**src/rtl/lsu_pkg.sv**
```systemverilog
// Shared definitions for the load/store unit: funct3 access codes, FSM states
// and small decode helpers for access width, byte enables and alignment.
package lsu_pkg;

  localparam logic [2:0] F3_B  = 3'b000;
  localparam logic [2:0] F3_H  = 3'b001;
  localparam logic [2:0] F3_W  = 3'b010;
  localparam logic [2:0] F3_BU = 3'b100;
  localparam logic [2:0] F3_HU = 3'b101;

  typedef enum logic [1:0] {
    S_IDLE = 2'd0,
    S_WAIT = 2'd1,
    S_DONE = 2'd2
  } lsu_state_e;

  typedef enum logic [1:0] {
    SZ_B = 2'd0,
    SZ_H = 2'd1,
    SZ_W = 2'd2
  } lsu_size_e;

  // funct3[1:0] carries the width; undefined codes (011/110/111) fall to word.
  function automatic lsu_size_e access_size(input logic [2:0] f3);
    lsu_size_e sz;
    case (f3[1:0])
      2'b00:   sz = SZ_B;
      2'b01:   sz = SZ_H;
      default: sz = SZ_W;
    endcase
    return sz;
  endfunction

  function automatic logic [3:0] byte_en(input logic [2:0] f3, input logic [1:0] a);
    logic [3:0] be;
    case (access_size(f3))
      SZ_B:    be = 4'b0001 << a;
      SZ_H:    be = 4'b0011 << {a[1], 1'b0};
      default: be = 4'b1111;
    endcase
    return be;
  endfunction

  function automatic logic is_aligned(input logic [2:0] f3, input logic [1:0] a);
    logic ok;
    case (access_size(f3))
      SZ_B:    ok = 1'b1;
      SZ_H:    ok = ~a[0];
      default: ok = (a == 2'b00);
    endcase
    return ok;
  endfunction

endpackage

```
**src/rtl/lsu_load_fmt.sv**
```systemverilog
// Load data formatter: picks the addressed byte/half lane out of the bus word
// and sign- or zero-extends it according to funct3. Purely combinational.
module lsu_load_fmt
  import lsu_pkg::*;
(
  input  logic [2:0]  funct3,
  input  logic [1:0]  lane,
  input  logic [31:0] rdata,
  output logic [31:0] data
);

  logic [7:0]  byte_v;
  logic [15:0] half_v;

  // Lane select followed by extension; unknown funct3 passes the word.
  always_comb begin
    byte_v = rdata[{lane, 3'b000} +: 8];
    half_v = lane[1] ? rdata[31:16] : rdata[15:0];
    case (funct3)
      F3_B:    data = {{24{byte_v[7]}}, byte_v};
      F3_BU:   data = {24'h0, byte_v};
      F3_H:    data = {{16{half_v[15]}}, half_v};
      F3_HU:   data = {16'h0, half_v};
      default: data = rdata;
    endcase
  end

endmodule

```
**src/rtl/load_store_unit.sv**
```systemverilog
// Load/store unit between the single-cycle core and a req/ack data bus.
// Accepts one aligned access at a time (IDLE -> WAIT -> DONE -> IDLE),
// stalls the core while the bus transfer is outstanding, rejects misaligned
// accesses with a one-cycle misalign pulse.
// Optional feature: define LSU_TIMEOUT_EN to abort a transfer after TMO_CYC
// WAIT cycles without bus_ack (sets sticky bus_err and releases the core).
module load_store_unit
  import lsu_pkg::*;
#(
  parameter int ADDR_W  = 8,
  parameter int DATA_W  = 32,
  parameter int TMO_CYC = 15
) (
  input  logic              clk,
  input  logic              rest,
  input  logic              mem_rd,
  input  logic              mem_wr,
  input  logic [2:0]        funct3,
  input  logic [ADDR_W-1:0] MEM_addr,
  input  logic [DATA_W-1:0] MEM_wDATA,
  output logic [DATA_W-1:0] MEM_rData,
  output logic              stall,
  output logic              misalign,
  output logic              bus_req,
  output logic              bus_we,
  output logic [ADDR_W-1:0] bus_addr,
  output logic [3:0]        bus_be,
  output logic [DATA_W-1:0] bus_wdata,
  input  logic [DATA_W-1:0] bus_rdata,
  input  logic              bus_ack,
  output logic              bus_err
);

  if (DATA_W != 32) begin : g_bad_width
    $error("load_store_unit supports DATA_W == 32 only");
  end
  if (TMO_CYC < 1) begin : g_bad_tmo
    $error("load_store_unit requires TMO_CYC >= 1");
  end

  lsu_state_e        state_q, state_d;
  logic              bus_req_q, bus_req_d;
  logic              bus_we_q, bus_we_d;
  logic [ADDR_W-1:0] bus_addr_q, bus_addr_d;
  logic [3:0]        bus_be_q, bus_be_d;
  logic [31:0]       bus_wdata_q, bus_wdata_d;
  logic [2:0]        f3_q, f3_d;
  logic [1:0]        lane_q, lane_d;
  logic [31:0]       rdata_q, rdata_d;
  logic [31:0]       fmt_data;
  logic [31:0]       wdata_lanes;
  logic              access;
  logic              aligned;
  logic              misalign_c;

`ifdef LSU_TIMEOUT_EN
  localparam int TMO_W = $clog2(TMO_CYC + 1);
  logic [TMO_W-1:0] tmo_q, tmo_d;
  logic             bus_err_q, bus_err_d;
`endif

  lsu_load_fmt u_load_fmt (
    .funct3 (f3_q),
    .lane   (lane_q),
    .rdata  (bus_rdata),
    .data   (fmt_data)
  );

  assign access  = mem_rd | mem_wr;
  assign aligned = is_aligned(funct3, MEM_addr[1:0]);

  // Store data replicated across lanes so the byte enables alone pick the target.
  always_comb begin
    case (access_size(funct3))
      SZ_B:    wdata_lanes = {4{MEM_wDATA[7:0]}};
      SZ_H:    wdata_lanes = {2{MEM_wDATA[15:0]}};
      default: wdata_lanes = MEM_wDATA;
    endcase
  end

  // Next-state, bus latching and stall/misalign decode.
  always_comb begin
    state_d     = state_q;
    bus_req_d   = bus_req_q;
    bus_we_d    = bus_we_q;
    bus_addr_d  = bus_addr_q;
    bus_be_d    = bus_be_q;
    bus_wdata_d = bus_wdata_q;
    f3_d        = f3_q;
    lane_d      = lane_q;
    rdata_d     = rdata_q;
    stall       = 1'b0;
    misalign_c  = 1'b0;
`ifdef LSU_TIMEOUT_EN
    tmo_d       = tmo_q;
    bus_err_d   = bus_err_q;
`endif
    case (state_q)
      S_IDLE: begin
        if (access) begin
          if (aligned) begin
            stall       = 1'b1;
            bus_req_d   = 1'b1;
            bus_we_d    = mem_wr;
            bus_addr_d  = {MEM_addr[ADDR_W-1:2], 2'b00};
            bus_be_d    = byte_en(funct3, MEM_addr[1:0]);
            bus_wdata_d = wdata_lanes;
            f3_d        = funct3;
            lane_d      = MEM_addr[1:0];
            state_d     = S_WAIT;
`ifdef LSU_TIMEOUT_EN
            tmo_d       = '0;
`endif
          end else begin
            misalign_c = 1'b1;
          end
        end
      end
      S_WAIT: begin
        stall = 1'b1;
        if (bus_ack) begin
          if (!bus_we_q) rdata_d = fmt_data;
          bus_req_d = 1'b0;
          state_d   = S_DONE;
        end
`ifdef LSU_TIMEOUT_EN
        else if (tmo_q == TMO_W'(TMO_CYC - 1)) begin
          bus_req_d = 1'b0;
          bus_err_d = 1'b1;
          rdata_d   = '0;
          state_d   = S_DONE;
        end else begin
          tmo_d = tmo_q + 1'b1;
        end
`endif
      end
      S_DONE:  state_d = S_IDLE;
      default: state_d = S_IDLE;
    endcase
  end

  // State and bus registers with synchronous reset.
  always_ff @(posedge clk) begin
    if (rest) begin
      state_q     <= S_IDLE;
      bus_req_q   <= 1'b0;
      bus_we_q    <= 1'b0;
      bus_addr_q  <= '0;
      bus_be_q    <= '0;
      bus_wdata_q <= '0;
      f3_q        <= '0;
      lane_q      <= '0;
      rdata_q     <= '0;
    end else begin
      state_q     <= state_d;
      bus_req_q   <= bus_req_d;
      bus_we_q    <= bus_we_d;
      bus_addr_q  <= bus_addr_d;
      bus_be_q    <= bus_be_d;
      bus_wdata_q <= bus_wdata_d;
      f3_q        <= f3_d;
      lane_q      <= lane_d;
      rdata_q     <= rdata_d;
    end
  end

`ifdef LSU_TIMEOUT_EN
  // Timeout counter and sticky abort flag.
  always_ff @(posedge clk) begin
    if (rest) begin
      tmo_q     <= '0;
      bus_err_q <= 1'b0;
    end else begin
      tmo_q     <= tmo_d;
      bus_err_q <= bus_err_d;
    end
  end
  assign bus_err = bus_err_q;
`else
  assign bus_err = 1'b0;
`endif

  // A rejected access reads back zero in its own cycle; the held load value is untouched.
  assign MEM_rData = misalign_c ? '0 : rdata_q;
  assign misalign  = misalign_c;
  assign bus_req   = bus_req_q;
  assign bus_we    = bus_we_q;
  assign bus_addr  = bus_addr_q;
  assign bus_be    = bus_be_q;
  assign bus_wdata = bus_wdata_q;

endmodule

```
**config.mk**
```make
export PLATFORM = sky130hd
export DESIGN_NAME = load_store_unit
export DESIGN_NICKNAME = d
export VERILOG_FILES = /design/src/rtl/lsu_pkg.sv /design/src/rtl/lsu_load_fmt.sv /design/src/rtl/load_store_unit.sv
export SDC_FILE = /design/constraint.sdc
export NUM_CORES = 1
export LEC_CHECK = 0
export ABC_AREA = 1
export BUFFER_PORTS_ARGS = -buffer_cell sky130_fd_sc_hd__buf_4
export CORE_MARGIN = 5
export CORE_UTILIZATION = 33
export CTS_CLUSTER_DIAMETER = 120
export DETAILED_ROUTE_END_ITERATION = 7
export GPL_TIMING_DRIVEN = 0
export MAX_ROUTING_LAYER = met4
export PLACE_DENSITY = 0.66
export SLEW_MARGIN = 10
export SYNTH_ARGS = -nofsm -noshare
export SYNTH_HDL_FRONTEND = slang
export SYNTH_SLANG_ARGS = --single-unit
```
**constraint.sdc**
```tcl
create_clock -name clk -period 1.65 [get_ports clk]
set_input_delay 0.2475 -clock clk [delete_from_list [all_inputs] [get_ports clk]]
set_output_delay 0.2475 -clock clk [all_outputs]
set_load 0.1 [all_outputs]
```
# == After elaboration in Yosys (flattened, before gate mapping) ==
# Cells that the tools add are included.
# op_classes
mux,24
reduce_logical,11
bitwise_logic,3
shift,3
eq_ne,10
# op_table
cell,count
one-hot mux 32 bit (4 select lines),1
one-hot mux 32 bit (2 select lines),1
2-to-1 mux 32 bit,1
variable part select 32 x 6 -> 8 bit,1
2-to-1 mux 16 bit,1
2-to-1 mux 2 bit,6
zero test 2 bit,5
AND reduction 3 bit,3
"equality test 2 x 1 -> 1 bit, second input constant",4
2-to-1 mux 1 bit,8
one-hot mux 2 bit (2 select lines),2
one-hot mux 4 bit (2 select lines),1
"equality test 3 bit, second input constant",2
"inequality test 2 bit, second input constant",3
one-hot mux 1 bit (2 select lines),3
AND reduction 4 bit,1
"<< shifter 1 x 2 -> 4 bit, first input constant",1
"<< shifter 2 x 2 -> 4 bit, first input constant",1
"equality test 3 x 1 -> 1 bit, second input constant",1
zero test 3 bit,1
inverter 1 bit,2
nonzero test 2 bit,1
bitwise OR 1 bit,1
# word_totals
ff_bits,83

# == Logic depth before layout (Yosys ltp) ==
# Gate-level depths: netlist (run 1).
# depth
depth_word,9
ltp_mapped,10

# == By module ==
# Synthesis (run 1) repeated with hierarchy kept, for this count alone.
# hier_totals
hier_cells,663
area_unflattened_um2,4461.8
# modules_own_cells
mod,cells_per_inst,area_per_inst_um2,n_inst
load_store_unit,504,3649.8,1
lsu_load_fmt,159,812.0,1

# == Worst setup path before layout (run 1) ==
# OpenSTA, ideal clock, no wires.
# synth_path
path_kind,reg-to-output
from,reg state_q[0]
to,out stall
path_stages_with_launch,3
setup_slack_ns,-1.053
required_time_ns,1.402
arrival_ns,2.455
path_cell_list,dfxtp_1 > inv_1 > o21ai_0
# synth_via
elab_chain_cells,2
# synth_lines
item,line,text
start: declaration,load_store_unit.sv:41,"lsu_state_e state_q, state_d;"
start signal: assignment,load_store_unit.sv:155,state_q <= state_d;
equality test 2 x 1 -> 1 bit / zero test 2 bit (equally long branches),load_store_unit.sv:98,case (state_q)
one-hot mux 1 bit (2 select lines) (*),load_store_unit.sv:98,
end: declaration,load_store_unit.sv:22,"output logic stall,"
# Every way passes the cells marked *; elsewhere a longest branch is shown, timed or not.

# == Final worst setup path (run 1) ==
# layout_path
from,reg state_q[1]
to,out MEM_rData[21]
# layout_via
elab_chain_cells,3
# layout_lines
item,line,text
zero test 2 bit,load_store_unit.sv:98,
2-to-1 mux 1 bit,load_store_unit.sv:98,
2-to-1 mux 32 bit,load_store_unit.sv:184,assign MEM_rData = misalign_c ? '0 : rdata_q;
end: declaration,load_store_unit.sv:21,"output logic [DATA_W-1:0] MEM_rData,"
# Every way passes these cells.

==> impl_results.md, run 1 <==
- Syn Area/Cell: approximately 6.3 sq um
- FF+latch count, synth: just over 80
- Vias per inst: 4.73
- Tmin final: 1.91 ns
- Post-synth top area cell: dfxtp_1
- Grt ovf: 0
- Power per Cell Area: between 1000 and 1500 nW/um^2
- Final period utilization: 116%
- Gpl congestion: approximately 0.90
- Port bufs: ~160
- Root buffer cell: clkbuf_16
- Slowest cell on the critical path: dfxtp_2
- Die extent in x: approximately 120 um
- Most common cell in the synthesized netlist: nand2_1
- Total Routing Usage GR: about a fifth
- Setup WS pre-CTS: -0.481 ns
- Maximum operating frequency: 522 MHz
- DRT Pass-1 Iters: 5
- Crit path kind: reg -> out
- CP top delay family: buffers and inverters
- Post-Route WL: about 16000 um
- Post-synth top area share: 38.3%
- Worst skew pair latency: approximately 0.35 ns
- Ys flop type: dfxtp_1
- Placed Instances: slightly above 1000
- Initial Util: between 30% and 40%
- CP max FO: 8
- CP startpoint kind: register
- Sink Count: 83
- Buffers & Inverters on Critical Path: 3
- Finished Layout Cells: between 1000 and 1500
- Site row count: 41
- WP data required: 1.40 ns
- P_leak: 3.19 nW
- Most used cell, CP: buf_12
- Hold Path Class: in -> reg
- CTS Buffer Depth: 2
- Crit-path max cell delay: ~0.32 ns
- N_diodes: 0
- TritonCTS clock tree: built
- Core Area: between 10000 and 15000 sq um
- Post-synthesis cell area: between 4000 and 5000 sq um
- Critical path cell sequence: or2_4 > nor3_4 > buf_12 > clkbuf_16 > nor2_4 > buf_12
- WL per Instance: about 15 um
- Nets: about 940
- Hold bufs inserted after CTS: 0
- Drc violations: 0
- Clock Skew: approximately 0.0088 ns
- Filler cells: between 1000 and 1500
- Number of flops mapped to enable cells by yosys: 0
- Post-layout util: a little over half
- Final hold viol count: 0
- Total power: roughly 7 mW
- Status: finished, violations left
- Largest net degree at the start of global routing: 19
- Final Setup Violations: 34
- Synth top cells by count: nand2_1 (181), nor2_1 (89), dfxtp_1 (83)
- Number of global-route vias before repair: 4715
- Initial antenna violation count: 0
- CP endpoint kind: output port
- Yosys Warn Count: 0
- Worst Tran Pin Value: 0.609 ns
- Failing checks: setup timing
- Top cells by area, synth: dfxtp_1 (38%), nand2_1 (16%), o21ai_0 (8.2%)
- First-pass GRT wire length: 24300 um
- Synth Instances: roughly 700
- Area Growth Syn to Fin: 59.6%
- Full die area: 15500 sq um
- Starting DRC count in detailed routing: 389
- DRT antenna net count: 0
- Max Cap Viol: 0
- Final worst slack: -0.265 ns
- Ratio of cells with drive above 1 in the final layout: 30.7%
- Unrepaired setup endpoints after global routing: yes
- HPWL Detailed: ~11000 um
- H-tree Lvls: 3
- Post-synthesis cell type count: 30
- Sequential cell area: 1660 sq um
- Seq/Total Area, Yosys: 38.3%
- Worst Path Arrival: between 1.5 and 2 ns
- Area of the multi-input gates: approximately 2400 sq um
- # IOs: roughly 160
- Clock Pin Slew Worst Setup and Hold Paths: ~0.07 ns
- Slew Limit Fails: 0
- Asr flop ratio synth: 0%
- Vias: 4909
- Die height: between 100 and 150 um
- Hold_ws: roughly 0.13 ns
- Slew HR: about 59%
- VDD IR max: between 0.0005 and 0.0006 V
- Total CTS buffers: 9
- R2R Setup Slk: roughly 0.08 ns
==> routing by layer <==
layer	part of all wire (%)	GRT usage (%)	vias to the layer above
met1	42	24.6	2166
met4	1.8	5.80	0
met5	0	-	-
met2	47	31.6	224
li1	-	-	2497
met3	8.7	6.09	22
==> state kept, by name (all words and copies together), names as in the netlist <==
| name | count |
|---|---|
| bus_addr | 6 |
| lane_q | 2 |
| bus_be | 4 |
| f3_q | 3 |
| state_q | 2 |
| bus_wdata | 32 |
| bus_we | 1 |
| rdata_q | 32 |
| bus_req | 1 |
==> final timing paths <==
check / endpoint / cells after the start / from
worst max register to register: bus_wdata[26]$_SDFFE_PP0P_ / 9 / state_q[1]$_SDFFE_PP0P_
worst min-delay path: bus_addr[3]$_SDFFE_PP0P_ / 3 / MEM_addr[3]
worst max-delay path: MEM_rData[21] / 6 / state_q[1]$_SDFFE_PP0P_
worst min register to register: bus_wdata[1]$_SDFFE_PP0P_ / 2 / bus_wdata[1]$_SDFFE_PP0P_
==> tightest hold or removal path, cell delays in order <==
cell	delay [ns]
buf_4	0.08
o21ai_1	0.06
nor2_1	0.07
==> metrics by stage <==
stage / TNS, ns / area (sq um)
floorplan: -3.26 / 4570
global placement: -12.63 / 5950
detailed placement: -13.07 / 5950
CTS: -7.93 / 6700
global route: -10.08 / 6930
finish: -7.89 / 6930
==> cells by family (layout without fill, tap and decap cells) <==
family | count (synthesis) | count (layout) | synth area share [%]
flip-flops | 83 | 83 | 38.3
other | 1 | 3 | 0.0864
AND/OR/NAND/NOR | 316 | 316 | 29.6
AO/OA/AOI/OAI | 155 | 155 | 18.6
buffers and inverters | 129 | 309 | 13.5
==> layout make-up <==
| type | instances | share of cell area (%) |
|---|---|---|
| buffer | 41 | 4.61 |
| clock buffer | 9 | 3.25 |
| clock inverter | 7 | 0.849 |
| inverter | 87 | 4.82 |
| multi-input combinational | 474 | 34.3 |
| sequential | 83 | 24.0 |
| tap | 172 | 3.11 |
| timing repair buffer | 165 | 25.1 |
==> power breakdown <==
part	total, mW	switching [mW]	internal (mW)
combinational	2.78	1.92	0.863
clock	1.94	0.901	1.04
sequential	2.24	0.0795	2.16
total	6.97	2.90	4.07
==> cells in the final DEF, fill, tap and decap left out, drive strengths merged <==
cell	instances
buf	190
nand2	185
nor2	93
inv	90
dfxtp	83
o21ai	82
a21oi	61
nand3	30
clkbuf	25
a21o	6
nand4	3
o211ai	3
conb	3
or2	3
o22ai	2
clkinvlp	2
clkinv	2
nor3	1
a31oi	1
nand3b	1
==> what timing repair did <==
| action | 4_1_cts | 5_1_grt |
|---|---|---|
| buffers inserted | 5 | 1 |
| resized for setup | 99 | 49 |
| setup endpoints to repair | 34 | 82 |
| gates cloned | 1 | 2 |
| pin swaps | 2 | 2 |
Note: power is estimated with default switching activity, not from simulation.
==> run 2: changes to the inputs <==
- CORE_MARGIN: 5 -> 10
- SYNTH_HIERARCHICAL: not set -> 1
==> impl_results.md, run 2 <==
- Number of flops mapped to enable cells by yosys: 0 (unchanged)
- Ratio of cells with drive above 1 in the final layout: 36.2% (+5.5 points)
- Worst hold stages: 2 (-1)
- Switching Share: 38.9% (-2.7 points)
- Ys flop type: dfxtp_1
- Most common cell after layout, fill and taps aside: nand2_1
- Grt ovf: 0 (unchanged)
- CP endpoint kind: output port
- Post-synth top area share: 37.2% (-1.1 points)
- Gate power share: 38.8% (-1.1 points)
- Initial Util: 33.7% (-0.28 points)
- Final hold viol count: 0 (unchanged)
- Vias: 4909 (unchanged)
- First-pass GRT wire length: 25600 um (+5.7%)
- # IOs: 161 (unchanged)
- Final Setup Violations: 34 (unchanged)
- TritonCTS clock tree: built
- CP startpoint kind: register
- DRT Pass-1 Iters: 5 (unchanged)
- Most frequent cells in the layout: nand2_1 (153), buf_4 (138), dfxtp_1 (79)
- Power per Cell Area: 1080 nW/um^2 (+7.7%)
- Crit path kind: reg -> out
- Most common cell in the synthesized netlist: nand2_1
- R2R cell count: 9 (unchanged)
- Post-synth top area cell: dfxtp_1
- CP top delay family: buffers and inverters
- Sink Count: 83 (unchanged)
- Total CTS buffers: 9 (unchanged)
- Yosys Warn Count: 6 (+6)
- Seq/Total Area, Yosys: 37.2% (-1.1 points)
- Tmin final: 1.77 ns (-0.148 ns)
- DRT antenna net count: 0 (unchanged)
- Sequential Power Share: 29.5% (-2.7 points)
- Core Area: 13200 sq um (+3.7%)
- HPWL Detailed: 12700 um (+11%)
- Slew Limit Fails: 0 (unchanged)
- Hold path start: rest
- Drc violations: 0 (unchanged)
- Nets: 923 (-1.9%)
- Total power: 7.64 mW (+9.7%)
- H-tree Lvls: 3 (unchanged)
- Worst reg2reg path startpoint: state_q[1]$_SDFFE_PP0P_
- Reg-to-reg endpoint: bus_wdata[14]$_SDFFE_PP0P_
- Root buffer cell: clkbuf_16
- Post-layout util: 53.3% (-0.98 points)
- P_leak: 3.13 nW (-2.0%)
- Top cells by area, synth: dfxtp_1 (37%), nand2_1 (13%), o21ai_0 (8.1%)
- Worst Path Arrival: 1.52 ns (-0.15 ns)
- Port bufs: 156 (unchanged)
- Status: finished, violations left
- Most used cell, CP: buf_12
- Synth Instances: 663 (-3.1%)
- Clock group share of total power: 31.7% (+3.8 points)
- Maximum operating frequency: 566 MHz (+8.4%)
- Total Routing Usage GR: 18.2% (-1.8 points)
- Worst skew pair latency: 0.35 ns (about the same)
- Largest net degree at the start of global routing: 16 (-3)
- Clock Skew: 0.00815 ns (-0.000600 ns)
- Post-synthesis cell type count: 32 (+6.7%)
- Asr flop ratio synth: 0% (unchanged)
- Buffers & Inverters on Critical Path: 4 (+1)
- Crit-path max cell delay: 0.33 ns (about the same)
- Clock Pin Slew Worst Setup and Hold Paths: 0.06 ns (about the same)
- Number of global-route vias before repair: 4980 (+5.6%)
- CTS Buffer Depth: 2 (unchanged)
- Die extent in x: 136 um (+9.3%)
- Gpl congestion: 0.915 (+2.1%)
- Die height: 136 um (+9.3%)
- Unrepaired setup endpoints after global routing: yes
- Area Growth Syn to Fin: 58.0%
- WHS Endpoint: bus_we$_SDFFE_PP0P_
- Final worst slack: -0.117 ns (+0.148 ns)
- Synth top cells by count: nand2_1 (153), nor2_1 (96), dfxtp_1 (83)
- Slowest cell on the critical path: dfxtp_2
- Post-synthesis cell area: 4460 sq um (+2.8%)
- NetSw: 2.97 mW (+2.6%)
- Post-Route WL: 16600 um (+6.9%)
- Vias per inst: 4.79 (+1.4%)
- Worst Tran Pin Value: 0.645 ns (+0.0360 ns)
- WL per Instance: 16.2 um (+8.4%)
- Starting DRC count in detailed routing: 397 (+2.1%)
- Hold Path Class: in -> reg
- WP data required: 1.40 ns (about the same)
- R2R Setup Slk: 0.09 ns (about the same)
- Slew HR: 57.0% (-2.4 points)
- Site row count: 42 (+2.4%)
- Syn Area/Cell: 6.73 sq um (+6.1%)
- Failing checks: setup timing
- CP max FO: 8 (unchanged)
- Cell-internal power: 4.67 mW (+15%)
- Final period utilization: 107% (-9.0 points)
- Max Cap Viol: 0 (unchanged)
- N_diodes: 0 (unchanged)
- Critical path cell sequence: inv_2 > nand2_4 > nor3_4 > buf_12 > clkbuf_16 > nor2_4 > buf_12
- Full die area: 18600 sq um (+19%)
- VDD IR max: 0.000634 V (+20%)
- FF+latch count, synth: 83 (unchanged)
- Initial antenna violation count: 0 (unchanged)
## run 2: layout make-up
| type | count | area (sq um) |
|---|---|---|
| fillers | 1344 | 6190 |
| multi-input cells | 482 | 2490 |
| repair buffers | 168 | 1740 |
| flip-flops and latches | 83 | 1670 |
| plain buffers | 43 | 352 |
| clock buffers | 11 | 253 |
| inverters | 56 | 223 |
| well taps | 176 | 220 |
| clock inverters | 5 | 108 |
## run 2: metrics by stage
| step | hold WS (ns) | area (sq um) | std cells | setup WS, ns | TNS, ns |
|---|---|---|---|---|---|
| finish | 0.0986 | 7050 | 1024 | -0.117 | -3.02 |
| CTS | 0.0833 | 6890 | 1020 | -0.122 | -3.06 |
| global placement | 0.455 | 6050 | 997 | -0.279 | -7.70 |
| floorplan | 0.309 | 4650 | 665 | -0.297 | -2.86 |
| global route | 0.0932 | 7050 | 1024 | -0.203 | -5.99 |
| detailed placement | 0.456 | 6050 | 997 | -0.286 | -7.82 |
## run 2: power by group through the flow
stage	registers [mW]	clock network (mW)	logic [mW]
finish	2.25	2.42	2.96
global route	2.27	2.59	3.14
CTS	2.25	2.49	2.90
detailed placement	2.29	0	2.70
global placement	2.29	0	2.69
floorplan	3.00	0	1.31
## run 2: repair_timing
| item | 4_1_cts | 5_1_grt |
|---|---|---|
| gates cloned | 1 | 1 |
| setup endpoints to repair | 34 | 80 |
| setup buffers | 7 | 3 |
| hold buffers | 0 | 0 |
| pin swaps | 3 | 0 |
| gates resized for setup | 97 | 54 |
## run 2: cell families (layout without fill, tap and decap cells)
group	after synthesis	after routing	share of synthesized area, %
simple gates	348	348	34.8
compound gates	131	131	15.8
other cells	1	3	0.0840
buf+inv	100	283	12.0
flops	83	83	37.2
## run 2: routing by layer
layer	vias to the layer above	share of wire, %	GRT usage [%]
met2	181	48	29.4
met1	2239	41	20.3
met3	22	9.7	7.08
met4	0	1.6	5.38
met5	-	0	-
li1	2467	-	-
## run 2: worst max-delay path by stage
| stage | from | endpoint | slack (ns) | cells after the start |
|---|---|---|---|---|
| floorplan | funct3[1] | MEM_rData[22] | -0.30 | 7 |
| global placement | MEM_addr[1] | MEM_rData[3] | -0.28 | 8 |
| detailed placement | MEM_addr[1] | MEM_rData[11] | -0.29 | 8 |
| CTS | state_q[1]$_SDFFE_PP0P_ | MEM_rData[14] | -0.12 | 7 |
| global route | state_q[0]$_SDFFE_PP0P_ | MEM_rData[30] | -0.20 | 7 |
| finish | state_q[1]$_SDFFE_PP0P_ | MEM_rData[20] | -0.12 | 7 |
